## config.mk

```make
export PLATFORM = sky130hd
export DESIGN_NAME = pc_sequencer_flat
export DESIGN_NICKNAME = d
export VERILOG_FILES = /design/src/rtl/pc_sequencer_if.sv /design/src/rtl/pc_sequencer.sv /design/src/flat_wrapper.sv
export SDC_FILE = /design/constraint.sdc
export NUM_CORES = 1
export LEC_CHECK = 0
export BUFFER_PORTS_ARGS = -buffer_cell sky130_fd_sc_hd__buf_4
export CORE_MARGIN = 4
export CORE_UTILIZATION = 30
export CTS_BUF_LIST = sky130_fd_sc_hd__clkbuf_16
export CTS_CLUSTER_SIZE = 24
export DETAILED_ROUTE_END_ITERATION = 10
export HOLD_SLACK_MARGIN = 0.02
export PLACE_DENSITY = 0.63
export SLEW_MARGIN = 20
export SYNTH_ARGS = -nofsm -noshare
export SYNTH_HDL_FRONTEND = slang
export SYNTH_SLANG_ARGS = --single-unit
```

## constraint.sdc

```tcl
create_clock -name clk -period 3.2 [get_ports clk]
set_input_delay 0.32 -clock clk [delete_from_list [all_inputs] [get_ports clk]]
set_output_delay 0.32 -clock clk [all_outputs]
set_load 0.1 [all_outputs]
```

## src/rtl/pc_sequencer_if.sv

```systemverilog
// pc_sequencer_if
//   Bundles the fetch-control signals around the PC sequencer.
//   master : hazard/branch side (drives stall, ex_*, resume; observes fetch outputs)
//   slave  : the sequencer (consumes the inputs, drives pc, if_valid, flushes,
//            halted, misalign and the two performance counters)
interface pc_sequencer_if #(
   parameter int PC_W  = 9,
   parameter int CNT_W = 16
);
   logic              stall;
   logic              ex_valid;
   logic              ex_pc_sel;
   logic              ex_halt;
   logic [31:0]       ex_br_pc;
   logic              resume;
   logic [PC_W-1:0]   pc;
   logic              if_valid;
   logic              flush_ifid;
   logic              flush_idex;
   logic              halted;
   logic              misalign;
   logic [CNT_W-1:0]  redirect_cnt;
   logic [CNT_W-1:0]  stall_cnt;

   modport master (
      output stall, ex_valid, ex_pc_sel, ex_halt, ex_br_pc, resume,
      input  pc, if_valid, flush_ifid, flush_idex, halted, misalign,
             redirect_cnt, stall_cnt
   );

   modport slave (
      input  stall, ex_valid, ex_pc_sel, ex_halt, ex_br_pc, resume,
      output pc, if_valid, flush_ifid, flush_idex, halted, misalign,
             redirect_cnt, stall_cnt
   );
endinterface

```

## src/rtl/pc_sequencer.sv

```systemverilog
// pc_sequencer
//   Owns the fetch program counter. Each cycle it picks one of halt, redirect,
//   stall-hold or sequential advance (in that priority) from the EX-stage
//   branch resolution, drives the pipeline flush strobes, qualifies the
//   synchronous IMEM read with if_valid, and keeps saturating redirect/stall
//   counters.
// Ports
//   clk      : clock, rising edge
//   reset_n  : asynchronous active-low reset
//   sq       : pc_sequencer_if.slave (inputs stall/ex_*/resume,
//              outputs pc/if_valid/flush_*/halted/misalign/counters)
module pc_sequencer #(
   parameter int PC_W  = 9,
   parameter int CNT_W = 16
) (
   input  logic            clk,
   input  logic            reset_n,
   pc_sequencer_if.slave   sq
);

   typedef enum logic [1:0] {RUN, REDIRECT, HALTED} state_t;

   localparam logic [CNT_W-1:0] CNT_MAX = '1;

   state_t            state_q, state_d;
   logic [PC_W-1:0]   pc_q, pc_d;
   logic              ifv_q, ifv_d;
   logic              halted_q, halted_d;
   logic              mis_q, mis_d;
   logic [CNT_W-1:0]  rcnt_q, rcnt_d;
   logic [CNT_W-1:0]  scnt_q, scnt_d;
   logic              flush;

   logic              halt_ev, redir_ev;
   logic [PC_W-1:0]   pc_inc;
   logic [PC_W-1:0]   redir_tgt;

   assign halt_ev   = sq.ex_valid & sq.ex_halt;
   assign redir_ev  = sq.ex_valid & sq.ex_pc_sel & ~sq.ex_halt;
   assign pc_inc    = pc_q + PC_W'(4);   // wraps modulo 2^PC_W
   assign redir_tgt = {sq.ex_br_pc[PC_W-1:2], 2'b00};

   // Target bits above the PC width are dropped on purpose.
   logic unused_br_hi;
   assign unused_br_hi = &{1'b0, sq.ex_br_pc[31:PC_W]};

   always_ff @(posedge clk or negedge reset_n) begin
      if (!reset_n) state_q <= RUN;
      else          state_q <= state_d;
   end

   always_comb begin
      state_d  = state_q;
      pc_d     = pc_q;
      ifv_d    = ifv_q;
      halted_d = halted_q;
      mis_d    = mis_q;
      rcnt_d   = rcnt_q;
      scnt_d   = scnt_q;
      flush    = 1'b0;
      case (state_q)
         HALTED: begin
            // Everything but resume is ignored; the first fetch after resume
            // is still a bubble because the IMEM read lands one edge later.
            ifv_d = 1'b0;
            if (sq.resume) begin
               pc_d     = pc_inc;
               halted_d = 1'b0;
               state_d  = RUN;
            end
         end
         default: begin   // RUN and REDIRECT decode identically
            if (halt_ev) begin
               flush    = 1'b1;
               pc_d     = sq.ex_br_pc[PC_W-1:0];
               state_d  = HALTED;
               halted_d = 1'b1;
               ifv_d    = 1'b0;
            end else if (redir_ev) begin
               flush   = 1'b1;
               pc_d    = redir_tgt;
               state_d = REDIRECT;
               ifv_d   = 1'b0;
               rcnt_d  = (rcnt_q == CNT_MAX) ? rcnt_q : rcnt_q + CNT_W'(1);
               if (sq.ex_br_pc[1:0] != 2'b00) mis_d = 1'b1;
            end else if (sq.stall) begin
               // Hold pc and if_valid; a stalled REDIRECT stays in REDIRECT.
               scnt_d = (scnt_q == CNT_MAX) ? scnt_q : scnt_q + CNT_W'(1);
            end else begin
               pc_d    = pc_inc;
               ifv_d   = 1'b1;
               state_d = RUN;
            end
         end
      endcase
   end

   always_ff @(posedge clk or negedge reset_n) begin
      if (!reset_n) begin
         pc_q     <= '0;
         ifv_q    <= 1'b0;
         halted_q <= 1'b0;
         mis_q    <= 1'b0;
         rcnt_q   <= '0;
         scnt_q   <= '0;
      end else begin
         pc_q     <= pc_d;
         ifv_q    <= ifv_d;
         halted_q <= halted_d;
         mis_q    <= mis_d;
         rcnt_q   <= rcnt_d;
         scnt_q   <= scnt_d;
      end
   end

   // Flushes are combinational; gate with reset so none escapes while the
   // state register is being cleared.
   assign sq.flush_ifid   = flush & reset_n;
   assign sq.flush_idex   = flush & reset_n;
   assign sq.pc           = pc_q;
   assign sq.if_valid     = ifv_q;
   assign sq.halted       = halted_q;
   assign sq.misalign     = mis_q;
   assign sq.redirect_cnt = rcnt_q;
   assign sq.stall_cnt    = scnt_q;

endmodule
```

## src/flat_wrapper.sv

```systemverilog
// flat-port wrapper written by rule: the top's interface ports become plain ports
module pc_sequencer_flat 
#(
   parameter int PC_W  = 9,
   parameter int CNT_W = 16
)
  (clk, reset_n, sq_stall, sq_ex_valid, sq_ex_pc_sel, sq_ex_halt, sq_ex_br_pc, sq_resume, sq_pc, sq_if_valid, sq_flush_ifid, sq_flush_idex, sq_halted, sq_misalign, sq_redirect_cnt, sq_stall_cnt);
  pc_sequencer_if #(.PC_W(PC_W), .CNT_W(CNT_W)) sq_i ();
  input  logic clk;
  input  logic reset_n;
  input wire logic [$bits(sq_i.stall)-1:0] sq_stall;
  input wire logic [$bits(sq_i.ex_valid)-1:0] sq_ex_valid;
  input wire logic [$bits(sq_i.ex_pc_sel)-1:0] sq_ex_pc_sel;
  input wire logic [$bits(sq_i.ex_halt)-1:0] sq_ex_halt;
  input wire logic [$bits(sq_i.ex_br_pc)-1:0] sq_ex_br_pc;
  input wire logic [$bits(sq_i.resume)-1:0] sq_resume;
  output wire logic [$bits(sq_i.pc)-1:0] sq_pc;
  output wire logic [$bits(sq_i.if_valid)-1:0] sq_if_valid;
  output wire logic [$bits(sq_i.flush_ifid)-1:0] sq_flush_ifid;
  output wire logic [$bits(sq_i.flush_idex)-1:0] sq_flush_idex;
  output wire logic [$bits(sq_i.halted)-1:0] sq_halted;
  output wire logic [$bits(sq_i.misalign)-1:0] sq_misalign;
  output wire logic [$bits(sq_i.redirect_cnt)-1:0] sq_redirect_cnt;
  output wire logic [$bits(sq_i.stall_cnt)-1:0] sq_stall_cnt;
  assign sq_i.stall = sq_stall;
  assign sq_i.ex_valid = sq_ex_valid;
  assign sq_i.ex_pc_sel = sq_ex_pc_sel;
  assign sq_i.ex_halt = sq_ex_halt;
  assign sq_i.ex_br_pc = sq_ex_br_pc;
  assign sq_i.resume = sq_resume;
  assign sq_pc = sq_i.pc;
  assign sq_if_valid = sq_i.if_valid;
  assign sq_flush_ifid = sq_i.flush_ifid;
  assign sq_flush_idex = sq_i.flush_idex;
  assign sq_halted = sq_i.halted;
  assign sq_misalign = sq_i.misalign;
  assign sq_redirect_cnt = sq_i.redirect_cnt;
  assign sq_stall_cnt = sq_i.stall_cnt;
  pc_sequencer #(.PC_W(PC_W), .CNT_W(CNT_W)) u_core (.clk(clk), .reset_n(reset_n), .sq(sq_i));
endmodule
```

After elaboration in Yosys (flattened, before gate mapping) --
Cells that the tools add are included.
Word-level totals: flip-flop bits (word level) 46, input bits 39, output and inout bits 46, logic and storage cells 52
Cells by class: add/subtract/negate cells 3, eq/ne operators 5, mux-type cells 20, bitwise logic cells 10, reduce and logical (&&, ||, !) cells 7
Operators with widths (count):
- $mux 9 | 5
- $add 16x1->16 const B | 2
- $eq 16x16->1 const B | 2
- $mux 1 | 10
- $mux 2 | 5
- $add 9x3->9 const B | 1
- $reduce_and 4->1 | 2
- $not 1->1 | 6
- $reduce_and 5->1 | 1
- $and 1x1->1 | 4
- $ne 4x1->1 const B | 1
- $reduce_and 2->1 | 2
- $reduce_bool 2->1 | 2
- $eq 2x2->1 const B | 1
- $ne 2x2->1 const B | 1

Depth between registers and ports, before layout --
Gate-level depths: netlist of the first run.
depth in word-level cells 6, mapped depth 6

Least setup slack after synthesis of the first run --
OpenSTA, ideal clock, no wires.
path type register to output, start register u_core.state_q[1], end output sq_flush_ifid, data arrival time 2.333 ns, setup slack 0.547 ns, stages on the path, launching flop included 6, path buffers 2, path through dfrtp_1 -> and2b_1 -> nor2_1 -> buf_2 -> and2_1 -> buf_4
On the way: cells in the longest elaborated chain, start to end 3
RTL lines:
- start: declaration | line pc_sequencer.sv:25 | state_t state_q, state_d;
- start signal: assignment | line pc_sequencer.sv:49 | else state_q <= state_d;
- $eq 2x2->1 | line pc_sequencer.sv:61 | case (state_q)
- $mux 1 | line pc_sequencer.sv:61
- $and 1x1->1
- end: declaration | line flat_wrapper.sv:19 | output wire logic [$bits(sq_i.flush_ifid)-1:0] sq_flush_ifid;
No other way between the ends.

Worst setup path after layout of the first run --
start register u_core.rcnt_q[0], in the netlist u_core.sq.redirect_cnt[0], end register u_core.rcnt_q[1], in the netlist u_core.sq.redirect_cnt[1]
On the way: cells in the longest elaborated chain, start to end 3, elaborated cells on any way between the ends 4, those cells by class add/sub: 1; eq/ne: 1; bitwise: 1; reduce/logical: 1
RTL lines:
- start: declaration | line pc_sequencer.sv:30 | logic [CNT_W-1:0] rcnt_q, rcnt_d;
- start signal: assignment | line pc_sequencer.sv:111 | rcnt_q <= rcnt_d;
- branches (longest 3 deep; another with $add 16x1->16)
Several ways; the timed one is not identified. A chain may end at the register's enable or synchronous reset.

==> run metrics, run 1 <==
Reg area 1150 um2; Synth Flop Type dfrtp_1; initial antenna violation count 0; Vias/cell 4.79; main area contributors after synthesis dfrtp_1 52%, xnor2_1 5.9%, xor2_1 3.5%; Final WS setup 1170 ps; CP cell instances ha_1, nand4_1, or3_4, o21ai_4, mux2_2; Final Skew 4.42 ps; core area 7250 um2; area leader, netlist dfrtp_1; Leak 1.40 nW; Total GRT Usage 0.117; Wirelength per Cell 13.0 um; Max-slew headroom 0.608; largest net degree at the start of global routing 47; Crit path max-delay family simple AND/OR/NAND/NOR gates; IO Pins 85; count of flip-flops with a built-in enable after synthesis 0; Antenna diodes 0; kind of critical path flip-flop to flip-flop; Yosys warning count 0; layout cells sized above 1 0.302; Critical Path Source Type flip-flop; count of cell types in the netlist 45; Peak VDD IR 0.000682 V; Congestion Overflow GR 0; reg2reg setup slack 1170 ps; ys async rst share 1.00; vias 1822; Mapped Area 2230 um2; Num CTS Buffers 5; Worst-Margin Slew 588 ps; fin area 2960 um2; placed instance area 2820 um2; First DRT Iteration DRCs 23; crit path buf inv count 0; gpl congestion 0.773; setup TNS 0 ps; hold buffers post-CTS 0; first-pass GRT wire length 8310 um; final-layout fill cell count 753; Seq/Total Area, Yosys 0.517; worst path arrival time 2190 ps; P&R area growth vs syn 32.8%; Final HPWL DP 3650 um; Die ar. 8870 um2; min cycle time layout 2030 ps; Initial Utilization 0.307; DRC Markers 0; outcome finished, final reports clean; DRT antenna net count 0; clock latency on the worst-skew pair 280 ps; syn_nets 254; slowest CP cell or3_4; most numerous cell in the Yosys netlist dfrtp_1; Worst path max stage delay 460 ps; Final Max Slew Viols 0; CTS max path bufs 2; power density cells 915 nW/um2; Final Cycle Share 0.634; die extent in x 94.2 um; CTS H-tree depth 2; max_cap viols 0; area of the multi-input gates 1030 um2; Final Hold Vio Count 0; Critical Path RT 3370 ps; setup bufs post-CTS 0; drt first pass iters 4; clock sink count 46; Layout Nets 322; vias in the first global route 1761; RSZ-0062 raised after global routing no; Root Driver clkbuf_16; Synth top area share 0.517; Fmax 493 MHz; synth cell count leaders 46 x dfrtp_1, 18 x nand2_1, 17 x nor2_1, 15 x xnor2_1; Routed WL 4930 um; Post-Synthesis Cells 212; die height 94.2 um; CTS tree done; Site Rows 31; port buffer count 61; final setup fails 0; crit end category flip-flop; synthesized flop and latch total 46; Avg Inst Size Synth 10.5 um2; critical path fanouts, max 8; Place WS 1180 ps; CTS resizes 0; Clock transition at path regs 60 ps; HP Class input pin to async pin
-- power by group --
part / switching, mW / total, mW / internal, mW
Combinational: 1.07 / 1.36 / 0.292
Clock: 0.217 / 0.502 / 0.286
Sequential: 0.143 / 0.844 / 0.701
-- worst paths after layout --
check,to,cells after the start,from
min,u_core.sq.stall_cnt[6]$_DFFE_PN0P_,2,reset_n
max in group asynchronous,u_core.sq.redirect_cnt[2]$_DFFE_PN0P_,2,reset_n
max reg2reg,u_core.sq.redirect_cnt[1]$_DFFE_PN0P_,5,u_core.sq.redirect_cnt[0]$_DFFE_PN0P_
max,u_core.sq.redirect_cnt[1]$_DFFE_PN0P_,5,u_core.sq.redirect_cnt[0]$_DFFE_PN0P_
min in group clk,u_core.sq.halted$_DFFE_PN0P_,2,sq_resume
min reg2reg,u_core.sq.misalign$_DFFE_PN0P_,1,u_core.sq.misalign$_DFFE_PN0P_
-- registers in the layout, summed over array words and instances (netlist names) --
| name | flops |
|---|---|
| u_core.sq.halted | 1 |
| u_core.sq.if_valid | 1 |
| u_core.sq.misalign | 1 |
| u_core.sq.pc | 9 |
| u_core.sq.redirect_cnt | 16 |
| u_core.sq.stall_cnt | 16 |
| u_core.state_q | 2 |
-- per-stage QoR --
step / power (mW) / hold WS [ps] / utilization / std cells
floorplan: 1.91 / 24.4 / - / 212
global route: 2.84 / 207 / 0.408 / 380
detailed placement: 2.22 / 469 / 0.388 / 372
global placement: 2.21 / 468 / 0.388 / 372
CTS: 2.74 / 188 / 0.408 / 380
finish: 2.71 / 148 / 0.408 / 380
-- kinds of logic after synthesis --
group / Yosys count / share of synthesized area
mux: 6 / 0.0298
xor+xnor: 24 / 0.0944
fa+ha+maj: 3 / 0.0169
flops: 46 / 0.517
simple gates: 88 / 0.224
compound gates: 33 / 0.0955
buf+inv: 12 / 0.0225
-- area by class of cell --
| class | instances | share of cell area |
|---|---|---|
| tap | 99 | 0.0419 |
| clock buffer | 5 | 0.0423 |
| inverter | 9 | 0.0114 |
| timing repair buffer | 64 | 0.163 |
| multi-input combinational | 154 | 0.347 |
| clock inverter | 3 | 0.00550 |
| sequential | 46 | 0.389 |
-- layout by cell type (no fill, tap or decap), types with 2 or more instances in the layout --
master	Yosys	layout
a21o_1	2	2
a21oi_1	11	11
a22o_1	2	2
and3_1	5	5
buf_4	1	64
clkbuf_16	0	5
clkinv_1	0	2
dfrtp_1	46	46
ha_1	3	3
inv_1	9	9
mux2_2	5	5
nand2_1	18	18
nand2b_1	2	2
nand3_1	11	11
nand4_1	10	10
nor2_1	17	17
nor3_1	7	7
nor3b_1	3	3
o21ai_0	8	8
o22ai_1	2	2
or3_1	2	2
xnor2_1	15	15
xor2_1	9	9
-- metal layers --
layer | up-vias | GRT usage | part of all wire
li1 | 880 | - | -
met1 | 890 | 0.154 | 0.48
met2 | 45 | 0.180 | 0.43
met3 | 7 | 0.0401 | 0.073
met4 | 0 | 0.0361 | 0.012
met5 | - | 0 | 0
Power figures use the tool's default switching activity.
==> inputs of run 2 (changes only) <==
==> constraint.sdc (replaced) <==
create_clock -name clk -period 2.11 [get_ports clk]
set_input_delay 0.211 -clock clk [delete_from_list [all_inputs] [get_ports clk]]
set_output_delay 0.211 -clock clk [all_outputs]
set_load 0.1 [all_outputs]
==> run 2 against run 1 <==
Effect of this change:
- routed wire length rose by 3.0%
- sequential cell count is the same
- highest routed layer unchanged
- sequential share of layout area grew 0.11 points
- critical path type unchanged
- critical endpoint unchanged
- cell count rose by 0.26%
- clock-buffer cell count unchanged
- largest cell class unchanged
- first-iteration DRC count increased by 110%
==> run metrics, run 2 (same netlist as run 1, synthesis figures left out) <==
Peak VDD IR 0.00139 V (was 0.000682 V); Antenna diodes 0 (unchanged); CTS resizes 0 (unchanged); Total GRT Usage 0.121 (was 0.117); port buffer count 61 (unchanged); Final Cycle Share 0.921 (was 0.634); Worst-Margin Slew 781 ps (was 588 ps); Congestion Overflow GR 0 (unchanged); DRC Markers 0 (unchanged); largest net degree at the start of global routing 47 (unchanged); power density cells 1410 nW/um2 (was 915 nW/um2); CTS max path bufs 2 (unchanged); Critical Path RT 2280 ps (was 3370 ps); fin area 3020 um2 (was 2960 um2); CTS H-tree depth 2 (unchanged); crit end category flip-flop (unchanged); reg2reg setup slack 170 ps (was 1170 ps); Final Hold Vio Count 0 (unchanged); gpl congestion 0.729 (was 0.773); Site Rows 31 (unchanged); critical path fanouts, max 8 (unchanged); combinational fraction of design power 0.487 (was 0.502); Vias/cell 4.70 (was 4.79); core area 7250 um2 (unchanged); Clock transition at path regs 60 ps (about the same); final setup fails 0 (unchanged); kind of critical path flip-flop to flip-flop (unchanged); DRT antenna net count 0 (unchanged); die height 94.2 um (unchanged); HP Class input pin to async pin (unchanged); Fmax 515 MHz (was 493 MHz); initial antenna violation count 0 (unchanged); hold buffers post-CTS 0 (unchanged); switch share 0.509 (was 0.527); die extent in x 94.2 um (unchanged); Final Max Slew Viols 0 (unchanged); Wirelength per Cell 13.3 um (was 13.0 um); max_cap viols 0 (unchanged); Root Driver clkbuf_16 (unchanged); vias in the first global route 1813 (was 1761); drt first pass iters 4 (unchanged); Leak 1.40 nW (about the same); Initial Utilization 0.307 (unchanged); Routed WL 5070 um (was 4930 um); Critical Path Source Type flip-flop (unchanged); outcome finished, final reports clean (unchanged); Pint 2.09 mW (was 1.28 mW); setup TNS 0 ps (unchanged); clock power share 0.207 (was 0.186); vias 1790 (was 1822); clock latency on the worst-skew pair 280 ps (about the same); post-layout util 0.416 (was 0.408); setup bufs post-CTS 0 (unchanged); P&R area growth vs syn 35.6% (was 32.8%); Hold WS 46.4 ps (was 148 ps); Max-slew headroom 0.474 (was 0.608); Sw Pwr 2.17 mW (was 1.43 mW); commonest cells after routing, fill and taps aside 65 x buf_4, 28 x dfrtp_1, 18 x nand2_1, 17 x nor2_1, 16 x dfrtp_2 (was 64 x buf_4, 46 x dfrtp_1, 18 x nand2_1, 17 x nor2_1, 15 x xnor2_1); Die ar. 8870 um2 (unchanged); Final Skew 4.87 ps (was 4.42 ps); min cycle time layout 1940 ps (was 2030 ps); CTS tree done (unchanged); RSZ-0062 raised after global routing no (unchanged); Reg2Reg Launch Point u_core.sq.redirect_cnt[0]$_DFFE_PN0P_ (unchanged); Final HPWL DP 3810 um (was 3650 um); Num CTS Buffers 5 (unchanged); first-pass GRT wire length 8720 um (was 8310 um); final-layout fill cell count 710 (was 753); R2R cell count 5 (unchanged); Sequential Power Share 0.306 (was 0.312); IO Pins 85 (unchanged); placed instance area 2850 um2 (was 2820 um2); First DRT Iteration DRCs 49 (was 23); total power 4.26 mW (was 2.71 mW); layout cells sized above 1 0.376 (was 0.302); Crit Reg-Reg Endpoint u_core.sq.redirect_cnt[1]$_DFFE_PN0P_ (unchanged); clock sink count 46 (unchanged); Layout Nets 323 (was 322); worst path arrival time 2110 ps (was 2190 ps); most common cell after layout, fill and taps aside buf_4 (unchanged)
[run 2: area by class of cell]
class	count	area, um2	share of cell area
Clock inverter	3	41.3	0.0137
Clock buffer	5	125	0.0414
Inverter	9	33.8	0.0112
Sequential cell	46	1180	0.390
Tap cell	99	124	0.0410
Timing Repair Buffer	65	488	0.162
Multi-Input combinational cell	154	1030	0.341
[run 2: power by group through the flow]
stage / Sequential, mW / Combinational, mW / Clock (mW)
after floorplan: 2.57 / 0.353 / 0
after global placement: 1.31 / 2.06 / 0
after detailed placement: 1.32 / 2.08 / 0
after CTS: 1.31 / 2.09 / 0.910
after global routing: 1.35 / 2.17 / 0.951
final: 1.30 / 2.07 / 0.880
[run 2: how the worst max path moves through the flow]
stage                                                     start                                     to  slack, ps
after floorplan           u_core.sq.redirect_cnt[0]$_DFFE_PN0P_  u_core.sq.redirect_cnt[1]$_DFFE_PN0P_        -10
after global placement    u_core.sq.redirect_cnt[0]$_DFFE_PN0P_  u_core.sq.redirect_cnt[1]$_DFFE_PN0P_        200
after detailed placement  u_core.sq.redirect_cnt[0]$_DFFE_PN0P_  u_core.sq.redirect_cnt[1]$_DFFE_PN0P_        170
after CTS                 u_core.sq.redirect_cnt[0]$_DFFE_PN0P_  u_core.sq.redirect_cnt[1]$_DFFE_PN0P_        160
after global routing              u_core.state_q[0]$_DFFE_PN0P_            u_core.sq.pc[7]$_DFFE_PN0P_         70
final                     u_core.sq.redirect_cnt[0]$_DFFE_PN0P_  u_core.sq.redirect_cnt[1]$_DFFE_PN0P_        170
[run 2: metal layers]
layer / vias to the layer above / wire length (um) / track usage
met2: 42 / 2300 / 0.196
met1: 859 / 2420 / 0.158
met5: - / 0 / 0
met3: 5 / 321 / 0.0393
li1: 884 / - / -
met4: 0 / 36 / 0.0253
[run 2: through the flow]
step                      instances  setup slack, ps
final                           381              166
after detailed placement        373              172
after floorplan                 212            -13.9
after global routing            381             70.0
after CTS                       381              159
after global placement          373              204
[run 2: worst max-delay path, stage by stage (launching register included)]
cell	delay (ps)
dfrtp_4	440
ha_1	200
nand4_1	130
or3_4	430
o21ai_4	260
mux2_2	370
==> inputs of run 3 (changes only) <==
--- a/config.mk
+++ b/config.mk
@@ -7,12 +7,12 @@
 export LEC_CHECK = 0
 export BUFFER_PORTS_ARGS = -buffer_cell sky130_fd_sc_hd__buf_4
 export CORE_MARGIN = 4
-export CORE_UTILIZATION = 30
+export CORE_UTILIZATION = 49
 export CTS_BUF_LIST = sky130_fd_sc_hd__clkbuf_16
 export CTS_CLUSTER_SIZE = 24
 export DETAILED_ROUTE_END_ITERATION = 10
 export HOLD_SLACK_MARGIN = 0.02
-export PLACE_DENSITY = 0.63
+export PLACE_DENSITY = 0.9
 export SLEW_MARGIN = 20
 export SYNTH_ARGS = -nofsm -noshare
 export SYNTH_HDL_FRONTEND = slang
==> run 3 against run 2 <==
Effect of this change:
- non-clock buffer count stayed put
- sequential share of layout area increased by 1.2 points
- first-iteration DRC count increased by 12%
- fmax rose by 1.6%
- clock-buffer cell count did not move
- critical endpoint unchanged
- critical path depth stayed put
- die area decreased by 36%
- sequential cell count did not move
- clock power is 16% lower
==> run metrics, run 3 (same netlist as run 1, synthesis figures left out) <==
final-layout fill cell count 374 (was 710); HP Class input pin to async pin (unchanged); CP cell instances ha_1, nand4_1, or3_4, o21ai_4, mux2_2 (unchanged); Antenna diodes 0 (unchanged); hold buffers post-CTS 0 (unchanged); CTS tree done (unchanged); post-layout util 0.669 (was 0.416); CTS resizes 0 (unchanged); Fmax 523 MHz (was 515 MHz); gpl congestion 0.807 (was 0.729); Layout Nets 323 (unchanged); slowest CP cell or3_4 (was dfrtp_4); Num CTS Buffers 5 (unchanged); port buffer count 61 (unchanged); die height 75.4 um (was 94.2 um); Final HPWL DP 3670 um (was 3810 um); min cycle time layout 1910 ps (was 1940 ps); Final Hold Vio Count 0 (unchanged); first-pass GRT wire length 8120 um (was 8720 um); crit end category flip-flop (unchanged); layout cells sized above 1 0.372 (was 0.376); Peak VDD IR 0.00121 V (was 0.00139 V); drt first pass iters 4 (unchanged); First DRT Iteration DRCs 55 (was 49); core area 4380 um2 (was 7250 um2); Final Skew 3.65 ps (was 4.87 ps); Wirelength per Cell 14.8 um (was 13.3 um); commonest cells after routing, fill and taps aside 65 x buf_4, 28 x dfrtp_1, 18 x nand2_1, 17 x nor2_1, 16 x dfrtp_2 (unchanged); final setup fails 0 (unchanged); Vias/cell 5.34 (was 4.70); Routed WL 4930 um (was 5070 um); Hold WS 57.2 ps (was 46.4 ps); outcome finished, final reports clean (unchanged); power density cells 1400 nW/um2 (was 1410 nW/um2); Final Cycle Share 0.906 (was 0.921); most common cell after layout, fill and taps aside buf_4 (unchanged); Final Max Slew Viols 0 (unchanged); Site Rows 24 (was 31); IO Pins 85 (unchanged); Worst-Margin Slew 583 ps (was 781 ps); vias in the first global route 1776 (was 1813); Clock transition at path regs 60 ps (about the same); Root Driver clkbuf_16 (unchanged); largest net degree at the start of global routing 47 (unchanged); clock latency on the worst-skew pair 280 ps (about the same); max_cap viols 0 (unchanged); CTS H-tree depth 2 (unchanged); DRT antenna net count 0 (unchanged); Initial Utilization 0.508 (was 0.307); setup bufs post-CTS 0 (unchanged); Total GRT Usage 0.187 (was 0.121); Critical Path Source Type flip-flop (unchanged); clock sink count 46 (unchanged); initial antenna violation count 0 (unchanged); kind of critical path flip-flop to flip-flop (unchanged); DRC Markers 0 (unchanged); RSZ-0062 raised after global routing no (unchanged); worst path arrival time 2080 ps (was 2110 ps); Congestion Overflow GR 0 (unchanged); Critical Path RT 2280 ps (about the same); Max-slew headroom 0.612 (was 0.474); Worst path max stage delay 440 ps (about the same); critical path fanouts, max 8 (unchanged); P&R area growth vs syn 31.6% (was 35.6%); Die ar. 5690 um2 (was 8870 um2); Leak 1.39 nW (was 1.40 nW); CTS max path bufs 2 (unchanged); die extent in x 75.4 um (was 94.2 um); vias 1785 (was 1790)
## run 3: changes by cell type in the layout (fill, tap and decap cells not counted), sizes merged
cell      previous run  this run
clkinv               0         2
clkinvlp             1         0
bufinv               1         0
## run 3: report_power, final
part | switching [mW] | internal (mW)
Combinational | 1.63 | 0.448
Clock | 0.308 | 0.428
Sequential | 0.215 | 1.09
Total | 2.15 | 1.96
## run 3: cell type report
type                       count  area [um2]  area share
clock inverter                 3        12.5     0.00427
clock buffer                   5         125      0.0427
inverter                       9        33.8      0.0115
multi-input combinational    154        1030       0.351
sequential                    46        1180       0.402
timing repair buffer          65         488       0.166
tap                           52        65.1      0.0222
## run 3: worst paths after layout
| path | end | slack [ps] | cells past startpoint | from |
|---|---|---|---|---|
| max in group asynchronous | u_core.sq.redirect_cnt[1]$_DFFE_PN0P_ | 1610 | 2 | reset_n |
| max reg2reg | u_core.sq.redirect_cnt[1]$_DFFE_PN0P_ | 200 | 5 | u_core.sq.redirect_cnt[0]$_DFFE_PN0P_ |
| min reg2reg | u_core.sq.misalign$_DFFE_PN0P_ | 480 | 1 | u_core.sq.misalign$_DFFE_PN0P_ |
| min | u_core.sq.stall_cnt[14]$_DFFE_PN0P_ | 60 | 2 | reset_n |
| min in group clk | u_core.sq.halted$_DFFE_PN0P_ | 110 | 2 | sq_resume |
| max | u_core.sq.redirect_cnt[1]$_DFFE_PN0P_ | 200 | 5 | u_core.sq.redirect_cnt[0]$_DFFE_PN0P_ |
## run 3: per-layer routing
metal | wire length, um | vias to the layer above | global-route usage
met3 | 328 | 6 | 0.0607
met1 | 2100 | 854 | 0.228
li1 | - | 883 | -
met2 | 2450 | 42 | 0.318
met5 | 0 | - | 0
met4 | 51 | 0 | 0.0544
## run 3: stage by stage
stage                     power (mW)  instances  cell area, um2  setup WS, ps  TNS [ps]
after floorplan                 2.92        212            2260         -13.9     -13.9
after global placement          3.36        326            2790           226         0
after detailed placement        3.40        326            2790           205         0
after CTS                       4.14        334            2930           173         0
after global routing            4.29        334            2930           106         0
final                           4.11        334            2930           198         0
## run 3: critical path: cells and delay by family, from the launching register on
family | cells | cell delay, ps
DFF | 1 | 430
adders and majority gates | 1 | 190
AOI/OAI and AO/OA | 1 | 250
muxes | 1 | 370
and+or+nand+nor | 2 | 580
